==> src/rtl/jump_input_ctrl.sv <==
// Purpose: synchronise and debounce the up/down buttons, turn each up-press into one frame-aligned io_jump.
// Latency: raw edge -> *_clean in DEBOUNCE_CYCLES+2 edges; io_jump rises the cycle after the screen_end that accepts it.
// Backpressure: none; inputs are sampled every cycle, and a press arriving while a jump is pending is dropped.
module jump_input_ctrl #(
    parameter int DEBOUNCE_CYCLES = 1000000,
    parameter int CNT_W           = 20,
    parameter int HOLD_FRAMES     = 1
) (
    input  logic       clock,
    input  logic       reset,
    input  logic       up,
    input  logic       down,
    input  logic       screen_end,
    output logic       io_jump,
    output logic       up_clean,
    output logic       down_clean,
    output logic [7:0] jump_count
);

    // fc must hold values 0..HOLD_FRAMES-1; never narrower than one bit
    localparam int FC_W = (HOLD_FRAMES < 2) ? 1 : $clog2(HOLD_FRAMES + 1);
    localparam logic [CNT_W-1:0] CNT_LAST = CNT_W'(DEBOUNCE_CYCLES - 1);
    localparam logic [CNT_W-1:0] CNT_ONE  = CNT_W'(1);
    localparam logic [FC_W-1:0]  FC_LAST  = FC_W'(HOLD_FRAMES - 1);
    localparam logic [FC_W-1:0]  FC_ONE   = FC_W'(1);

    typedef enum logic [1:0] {IDLE, ARMED, ACTIVE} state_t;

    // Bit 0 carries the up button, bit 1 the down button throughout.
    logic [1:0]       sync1_q, sync2_q;
    logic [CNT_W-1:0] cnt_q [2];
    logic [CNT_W-1:0] cnt_d [2];
    logic [1:0]       clean_q, clean_d;
    logic             up_prev_q;
    logic             up_rise;

    state_t           state_q, state_d;
    logic [FC_W-1:0]  fc_q, fc_d;
    logic             io_jump_q, io_jump_d;
    logic [7:0]       jump_count_q, jump_count_d;

    // Two-flop synchroniser for both asynchronous buttons
    always_ff @(posedge clock or posedge reset) begin
        if (reset) begin
            sync1_q <= 2'b00;
            sync2_q <= 2'b00;
        end else begin
            sync1_q <= {down, up};
            sync2_q <= sync1_q;
        end
    end

    // Debounce: count consecutive disagreeing cycles, accept the new level on the last one
    always_comb begin
        for (int i = 0; i < 2; i++) begin
            cnt_d[i]   = '0;
            clean_d[i] = clean_q[i];
            if (sync2_q[i] != clean_q[i]) begin
                if (cnt_q[i] == CNT_LAST) begin
                    clean_d[i] = sync2_q[i];
                end else begin
                    cnt_d[i] = cnt_q[i] + CNT_ONE;
                end
            end
        end
    end

    // Debounce state and the delayed copy of up_clean used for press detection
    always_ff @(posedge clock or posedge reset) begin
        if (reset) begin
            for (int i = 0; i < 2; i++) begin
                cnt_q[i] <= '0;
            end
            clean_q   <= 2'b00;
            up_prev_q <= 1'b0;
        end else begin
            for (int i = 0; i < 2; i++) begin
                cnt_q[i] <= cnt_d[i];
            end
            clean_q   <= clean_d;
            up_prev_q <= clean_q[0];
        end
    end

    assign up_rise = clean_q[0] & ~up_prev_q;

    // Jump FSM: accept a press in IDLE, wait for the frame boundary, hold for HOLD_FRAMES frames
    always_comb begin
        state_d      = state_q;
        fc_d         = fc_q;
        io_jump_d    = io_jump_q;
        jump_count_d = jump_count_q;
        case (state_q)
            IDLE: begin
                // A coincident screen_end is deliberately not consumed here
                if (up_rise && !clean_q[1]) begin
                    state_d = ARMED;
                end
            end
            ARMED: begin
                if (screen_end) begin
                    state_d      = ACTIVE;
                    io_jump_d    = 1'b1;
                    fc_d         = '0;
                    jump_count_d = jump_count_q + 8'd1;
                end
            end
            ACTIVE: begin
                if (screen_end) begin
                    if (fc_q == FC_LAST) begin
                        state_d   = IDLE;
                        io_jump_d = 1'b0;
                        fc_d      = '0;
                    end else begin
                        fc_d = fc_q + FC_ONE;
                    end
                end
            end
            default: begin
                state_d   = IDLE;
                io_jump_d = 1'b0;
                fc_d      = '0;
            end
        endcase
    end

    // FSM and output registers
    always_ff @(posedge clock or posedge reset) begin
        if (reset) begin
            state_q      <= IDLE;
            fc_q         <= '0;
            io_jump_q    <= 1'b0;
            jump_count_q <= 8'd0;
        end else begin
            state_q      <= state_d;
            fc_q         <= fc_d;
            io_jump_q    <= io_jump_d;
            jump_count_q <= jump_count_d;
        end
    end

    assign io_jump    = io_jump_q;
    assign up_clean   = clean_q[0];
    assign down_clean = clean_q[1];
    assign jump_count = jump_count_q;

endmodule

==> config.mk <==
export PLATFORM = sky130hd
export DESIGN_NAME = jump_input_ctrl
export DESIGN_NICKNAME = d
export VERILOG_FILES = /design/src/rtl/jump_input_ctrl.sv
export SDC_FILE = /design/constraint.sdc
export NUM_CORES = 1
export LEC_CHECK = 0
export ABC_CLOCK_PERIOD_IN_PS = 2270
export CAP_MARGIN = 10
export CORE_MARGIN = 5
export CORE_UTILIZATION = 61
export CTS_BUF_LIST = sky130_fd_sc_hd__clkbuf_2 sky130_fd_sc_hd__clkbuf_4 sky130_fd_sc_hd__clkbuf_8
export DETAILED_ROUTE_END_ITERATION = 16
export GPL_TIMING_DRIVEN = 0
export PLACE_DENSITY = 0.83
export SETUP_SLACK_MARGIN = 0.2
export SYNTH_ARGS = -nofsm -noshare
export SYNTH_HDL_FRONTEND = slang
export SYNTH_SLANG_ARGS = --single-unit
==> constraint.sdc <==
create_clock -name clock -period 2.27 [get_ports clock]
set_input_delay 0.454 -clock clock [delete_from_list [all_inputs] [get_ports clock]]
set_output_delay 0.454 -clock clock [all_outputs]
set_load 0.02 [all_outputs]
# After elaboration in Yosys (flattened, before gate mapping)
# Cells that the tools add are included.
[totals] romBits=0 reg_bits=59 mem_count=0 latchBits=0 ramBits=0 input_bits=5
[op_classes] n_eq_ne=10 n_reduce_logical=9 multipliers=0 addsub=4 n_lt_le_gt_ge=0 n_div=0 shifts=0 mux=17 bitwise_logic=3
[op_table] operator="two-way mux 20 bit" count=4
[op_table] operator="adder 20 x 1 -> 20 bit, second input constant" count=2
[op_table] operator="== test 20 bit, second input constant" count=2
[op_table] operator="adder 8 x 1 -> 8 bit, second input constant" count=1
[op_table] operator="two-way mux 2 bit" count=4
[op_table] operator="!= test 2 bit, second input constant" count=4
[op_table] operator="AND reduction 4 bit" count=2
[op_table] operator="two-way mux 1 bit" count=6
[op_table] operator="case mux 1 bit (3 select lines)" count=2
[op_table] operator="case mux 2 bit (3 select lines)" count=1
[op_table] operator="AND reduction 2 bit" count=3
[op_table] operator="AND reduction 3 bit" count=1
[op_table] operator="== test 2 x 1 -> 1 bit, second input constant" count=1
[op_table] operator="== test 2 bit, second input constant" count=1
[op_table] operator="logical NOT 2 bit" count=1
[op_table] operator="!= test 1 bit" count=2
[op_table] operator="NOT 1 bit" count=2
[op_table] operator="adder 1 bit, second input constant" count=1
[op_table] operator="bitwise AND 1 bit" count=1
[op_table] operator="logical AND 1 bit" count=1
[op_table] operator="logical NOT 1 bit" count=1

# Depth between registers and ports, before layout
# Gate-level depths: netlist of run 1.
[depth] depth_word=5 depth_mapped=6 depth_no_buf=5

# Worst setup path before layout of run 1
# No wires, ideal clock.
[synth_timing] path_kind="register to register" start="reg cnt_q[0] in the netlist's numbering" end="reg cnt_q[18] in the netlist's numbering" t_required_ns=2.197 path_slack_ns=0.285 arrival_ns=1.912 stages_incl_launch_ff=7 cell_sequence="dfrtp_1 -> ha_1 -> nand2_1 -> or4_1 -> buf_2 -> or4_4 -> a21oi_2"
[synth_rtl] element="from (decl)" line="31" text="logic [CNT_W-1:0] cnt_q [2];"
[synth_rtl] element="from (signal, indexed assignment)" line="78" text="cnt_q[i] <= cnt_d[i];"

==> results of run 1 <==
## state kept, by name, summed over array words and instances (netlist names)
register and cells:
jump_count 8, up_prev_q 1, sync1_q 2, sync2_q 2, clean_q 2, cnt_q 40, io_jump 1, state_q 2
## timing repair
| item | CTS | global route |
|---|---|---|
| endpoints found under the hold margin | 0 | 0 |
| hold buffers | 0 | 0 |
| resized for setup | 3 | 6 |
| setup endpoints to repair | 12 | 16 |
| cloned | 0 | 0 |
| pin swaps | 0 | 2 |
| buffers inserted | 1 | 3 |
## power breakdown
part	internal, mW	total, mW	switching, mW
sequential	1.05	1.06	0.0116
clock	0.601	0.979	0.378
combinational	0.0297	0.0749	0.0452
total	1.68	2.11	0.435
## per-layer routing
layer | share of wire [%] | GRT usage [%]
met1 | 42 | 22.33
met2 | 53 | 33.65
met5 | 0 | 0
met3 | 3.2 | 6.501
met4 | 1.3 | 6.469
## cell usage in the layout (no fill, tap or decap), drive strengths merged, types with 14 or more instances in the layout
master / instances
dfrtp: 58
clkbuf: 17
clkdlybuf4s50: 15
nand3: 17
xnor2: 22
a21oi: 14
nor2: 31
nand2: 15
## cell families after synthesis
group                    count (synthesis)  synth area share [%]
buffers and inverters                   17                 2.633
multiplexers                             3                 1.247
XOR/XNOR                                32                 10.35
AO/OA/AOI/OAI                           32                 7.067
adder cells (fa/ha/maj)                  3                 1.386
AND/OR/NAND/NOR                        119                 23.74
flip-flops                              58                 53.58
## worst max path at each step
| stage | to |
|---|---|
| after global routing | cnt_q[29] |
| after floorplan | cnt_q[18] |
| after global placement | jump_count[4] |
| after detailed placement | cnt_q[20] |
| after CTS | cnt_q[27] |
| final | cnt_q[18] |
## layout make-up
| cell class | count | area (µm²) | area share [%] |
|---|---|---|---|
| Inverter | 10 | 37.54 | 1.167 |
| Tap cell | 52 | 65.06 | 2.023 |
| Clock inverter | 2 | 35.03 | 1.089 |
| Buffer | 7 | 42.54 | 1.322 |
| Timing Repair Buffer | 20 | 200.2 | 6.223 |
| Multi-Input combinational cell | 189 | 1210 | 37.61 |
| Sequential cell | 58 | 1454 | 45.20 |
| Clock buffer | 13 | 172.7 | 5.368 |
## through the flow
step | cell area (µm²) | cells | TNS, ns | power, mW
global placement | 2924 | 331 | -35.00 | 1.134
CTS | 3181 | 348 | 0 | 2.124
floorplan | 2709 | 264 | 0 | 1.114
detailed placement | 2944 | 332 | -0.007656 | 1.143
finish | 3217 | 351 | 0 | 2.112
global route | 3217 | 351 | 0 | 2.201
## worst max-delay path: stages (launching register included)
cell and delay [ns]:
dfrtp_1 0.41, ha_4 0.18, nand2_2 0.08, or4_1 0.54, buf_6 0.15, or4_4 0.47
a21oi_2 0.13
==> flow_metrics.tcl, run 1 <==
set metrics [dict create \
    ir_worst_vdd_mv 0.4878 \
    relSlewSlack_pct 62.39 \
    r2r-start "cnt_q[1]" \
    r2r_slack_ns 0.24 \
    max_freq_mhz 491.5 \
    grt_overflow 0 \
    antenna_found_initial 0 \
    synth_common_cells "dfrtp_1, nor2_1, xnor2_1, nand3_1, nand2_1" \
    cts_tree "yes" \
    die_h_um 76.64 \
    yosysWarnings 0 \
    min_from "sync1_q[1]" \
    place_ws_ns -0.007656 \
    synth_seq_area_share_pct 53.58 \
    syn_nets 272 \
    synth_area_leaders "dfrtp_1, xnor2_1, nor2_1, xor2_1, nand3_1" \
    slew_violations 0 \
    diodes 0 \
    synth_top_cell_area_share_pct 53.58 \
    grt_max_degree 42 \
    root_buffer "clkbuf_8" \
    clock-sinks 58 \
    area_growth_pct 18.75 \
    maxCapViolCount 0 \
    hold_violations 0 \
    start_util_pct 62.64 \
    layout.nets 303 \
    die_w_um 76.64 \
    synth_edf_count 0 \
    max-clock-path-buffers 2 \
    fin_ws_ns 0.2353 \
    status "finished clean" \
    postSynth.asyncResetShare_pct 100.0 \
    syn_avg_cell_area_um2 10.26 \
    yosysUniqueCellTypes 38 \
    power.density_mw_per_mm2 656.6 \
    fill_cells 301 \
    design.core.area_mm2 0.004324 \
    ys_ff_latch 58 \
    layout_min_cycle_time_ns 2.035 \
    leakagePower_nw 1.341 \
    wl_per_cell_um 15.15 \
    hpwlAfterDp_um 3604 \
    crit_fanout 7 \
    vias 2041 \
    synth_top_cell_by_area "dfrtp_1" \
    drcViolationCount 0 \
    clock_latency_ns 0.33 \
    final_util_pct 74.39 \
    worstMarginPinSlew_ns 0.5590 \
    vias_per_cell 5.815 \
    hold_depth 0 \
    dieArea_mm2 0.005874 \
    fin_worst_skew_ns 0.005362 \
    crit_required_ns 2.53 \
    row_count 24 \
    synth.most_common_cell "dfrtp_1" \
    synth_area_mm2 0.002709 \
    r2r-end "cnt_q[18]" \
    place.port_buffers 15 \
    clk_pin_slew_ns 0.06 \
    drive_gt1_share_pct 13.38 \
    cp-startpoint "cnt_q[1]" \
    fin_crit_sh_pct 89.63 \
    ios 16 \
    endpoint_kind "flop" \
    grt_pass1_wl_um 9315 \
    finalSetupViolations 0 \
    min_to "sync2_q[1]" \
    postSynthCellCount 264 \
    place_congestion 0.8048 \
    firstDrtPassIters 4 \
    timing.hold.ws_ns 0.3505 \
    drt-total-wl_um 5319 \
    grt_pass1_vias 2128 \
    hold_class "flop to flop" \
    rsz0062_at_grt "true" \
    htreeDepth 3 \
    synthFlopType "dfrtp_1" \
    arrival_ns 2.29 \
    grt_use_total_pct 19.39 \
    cts_made_buffers 9 \
    start_kind "flop" \
    postRouteAntennaNets 0 \
    drtIter0Drc 70 \
    worstSetupPathType "flop to flop" \
    reg2regPathDepth 6 \
]
Power figures use the tool's default switching activity.
==> run 2, diff against run 1 <==
--- a/config.mk
+++ b/config.mk
@@ -7,6 +7,7 @@
 export LEC_CHECK = 0
 export ABC_CLOCK_PERIOD_IN_PS = 2270
 export CAP_MARGIN = 10
+export CORE_ASPECT_RATIO = 0.9
 export CORE_MARGIN = 5
 export CORE_UTILIZATION = 61
 export CTS_BUF_LIST = sky130_fd_sc_hd__clkbuf_2 sky130_fd_sc_hd__clkbuf_4 sky130_fd_sc_hd__clkbuf_8
@@ -17,3 +18,4 @@
 export SYNTH_ARGS = -nofsm -noshare
 export SYNTH_HDL_FRONTEND = slang
 export SYNTH_SLANG_ARGS = --single-unit
+export TNS_END_PERCENT = 50
==> run 2 against run 1 <==
Routed wire length is 2.0% lower. Sequential power hardly changed. Global-route usage is 0.71 points higher. First-iteration DRC count is 23% higher. Register-to-register slack hardly changed. Via count is 2.3% lower. Cell count is 3.1% higher. Largest cell class unchanged. Critical endpoint unchanged. Critical path depth stayed put. Total power is 4.7% lower.
==> flow_metrics.tcl, run 2 (synthesized netlist as in run 1, its figures left out) <==
set metrics [dict create \
    place.port_buffers 15 \
    drive_gt1_share_pct 13.67 \
    vias_per_cell 5.511 \
    wl_per_cell_um 14.40 \
    die_w_um 80.25 \
    fin_crit_sh_pct 89.15 \
    ir_worst_vdd_mv 0.5259 \
    design.core.area_mm2 0.004374 \
    row_count 23 \
    multi_input_area_mm2 0.001219 \
    rsz0062_at_grt "true" \
    drtIter0Drc 86 \
    firstDrtPassIters 4 \
    cp-startpoint "cnt_q[1]" \
    layout.nets 303 \
    reg2regPathDepth 6 \
    fill_cells 319 \
    fin_total_pwr_mw 2.013 \
    grt_pass1_vias 1937 \
    power.density_mw_per_mm2 626.2 \
    largest_reg_flops 40 \
    dpl.cell_count 342 \
    start_util_pct 61.93 \
    worstMarginPinSlew_ns 0.5701 \
    start_kind "flop" \
    diodes 0 \
    r2r-start "cnt_q[1]" \
    clk_pin_slew_ns 0.06 \
    crit_slowest_cell "or4_4" \
    crit_required_ns 2.54 \
    fin_ws_ns 0.2463 \
    area_growth_pct 18.66 \
    postRouteAntennaNets 0 \
    root_buffer "clkbuf_8" \
    place_congestion 0.8080 \
    fin_worst_skew_ns 0.004647 \
    max_stage_delay_ns 0.53 \
    dieArea_mm2 0.005876 \
    final_common_cell "dfrtp_1" \
    fin_cells 362 \
    grt_max_degree 37 \
    status "finished clean" \
    die_h_um 73.22 \
    crit_fanout 7 \
    leakagePower_nw 1.331 \
    hold_violations 0 \
    hpwlAfterDp_um 3407 \
    maxCapViolCount 0 \
    crit_buf_inv 1 \
    endpoint_kind "flop" \
    r2r-end "cnt_q[18]" \
    cp_common_cell "or4_4" \
    antenna_found_initial 0 \
    grt_overflow 0 \
    crit_family "simple AND/OR/NAND/NOR gates" \
    drt-total-wl_um 5212 \
    worstSetupPathDepth 6 \
    ios 16 \
    mostFrequentLayoutCells "dfrtp_1, nor2_1, xnor2_1" \
    vias 1995 \
    hold_class "flop to flop" \
    finalSetupViolations 0 \
    layout_min_cycle_time_ns 2.024 \
    placed_area_mm2 0.002957 \
    fin_area_mm2 0.003214 \
    r2r_slack_ns 0.25 \
    cts_tree "yes" \
    clock_latency_ns 0.34 \
    slew_violations 0 \
    hold_depth 0 \
    place_ws_ns 0.04186 \
    seqCellArea_mm2 0.001451 \
    worstSetupEndpoint "cnt_q[18]" \
    cts_made_buffers 9 \
    arrival_ns 2.29 \
    grt_use_total_pct 20.11 \
    drcViolationCount 0 \
    max_freq_mhz 494.2 \
    final_util_pct 73.48 \
    max-clock-path-buffers 2 \
    path_cells "ha_4 > nand2_2 > or4_4 > buf_4 > or4_4 > a21oi_2" \
    worstSetupPathType "flop to flop" \
    relSlewSlack_pct 61.64 \
    clock-sinks 58 \
    grt_pass1_wl_um 8825 \
    largest-register "cnt_q" \
    htreeDepth 3 \
]
[run 2: final cells by class]
class / count / share of cell area (%)
inverter: 10 / 1.168
sequential: 58 / 45.15
buffer: 7 / 1.207
multi-input combinational: 189 / 37.91
clock buffer: 12 / 5.138
clock inverter: 4 / 0.7785
tap: 62 / 2.413
timing repair buffer: 20 / 6.228
[run 2: stage by stage]
stage | setup TNS [ns] | hold WS (ns)
6_report | 0 | 0.3508
4_1_cts | 0 | 0.3521
5_1_grt | 0 | 0.3660
3_3_place_gp | -33.79 | 0.3330
3_5_place_dp | 0 | 0.3394
2_1_floorplan | 0 | 0.3312
[run 2: worst min path at each step]
stage                     startpoint  slack [ns]    endpoint
after global routing      sync1_q[1]        0.37  sync2_q[1]
final                     sync1_q[1]        0.35  sync2_q[1]
after floorplan           sync1_q[0]        0.33  sync2_q[0]
after detailed placement  sync1_q[1]        0.34  sync2_q[1]
after global placement    sync1_q[1]        0.33  sync2_q[1]
after CTS                 sync1_q[1]        0.35  sync2_q[1]
[run 2: routing by layer]
layer | wire length [µm] | GRT usage (%) | up-vias
li1 | - | - | 990
met1 | 2399 | 25.47 | 962
met2 | 2540 | 30.51 | 34
met3 | 199 | 8.148 | 9
met4 | 72 | 8.818 | 0
met5 | 0 | 0 | -
[run 2: where the power goes]
| part | total, mW | switching (mW) | internal, mW |
|---|---|---|---|
| clock | 0.879 | 0.398 | 0.481 |
| sequential | 1.06 | 0.0117 | 1.05 |
| combinational | 0.0765 | 0.0462 | 0.0303 |
[run 2: worst register-to-register path, cell delays in order (launching register included)]
cell and delay [ns]:
dfrtp_1 0.42, ha_4 0.16, nand2_2 0.06, or4_4 0.53, buf_4 0.17, or4_4 0.48
a21oi_2 0.14
[run 2: what timing repair did]
action,in CTS,in global routing
buffers inserted,0,4
hold buffers,0,0
resized for setup,1,8
endpoints found under the hold margin,0,0
setup endpoints to repair,11,25
pin swaps,0,2
==> run 3, diff against run 2 <==
--- a/config.mk
+++ b/config.mk
@@ -10,7 +10,7 @@
 export CORE_ASPECT_RATIO = 0.9
 export CORE_MARGIN = 5
 export CORE_UTILIZATION = 61
-export CTS_BUF_LIST = sky130_fd_sc_hd__clkbuf_2 sky130_fd_sc_hd__clkbuf_4 sky130_fd_sc_hd__clkbuf_8
+export CTS_BUF_LIST = sky130_fd_sc_hd__clkbuf_8
 export DETAILED_ROUTE_END_ITERATION = 16
 export GPL_TIMING_DRIVEN = 0
 export PLACE_DENSITY = 0.83
==> results of run 3 <==
Final layout, timing and power as in run 2 (identical DEF).
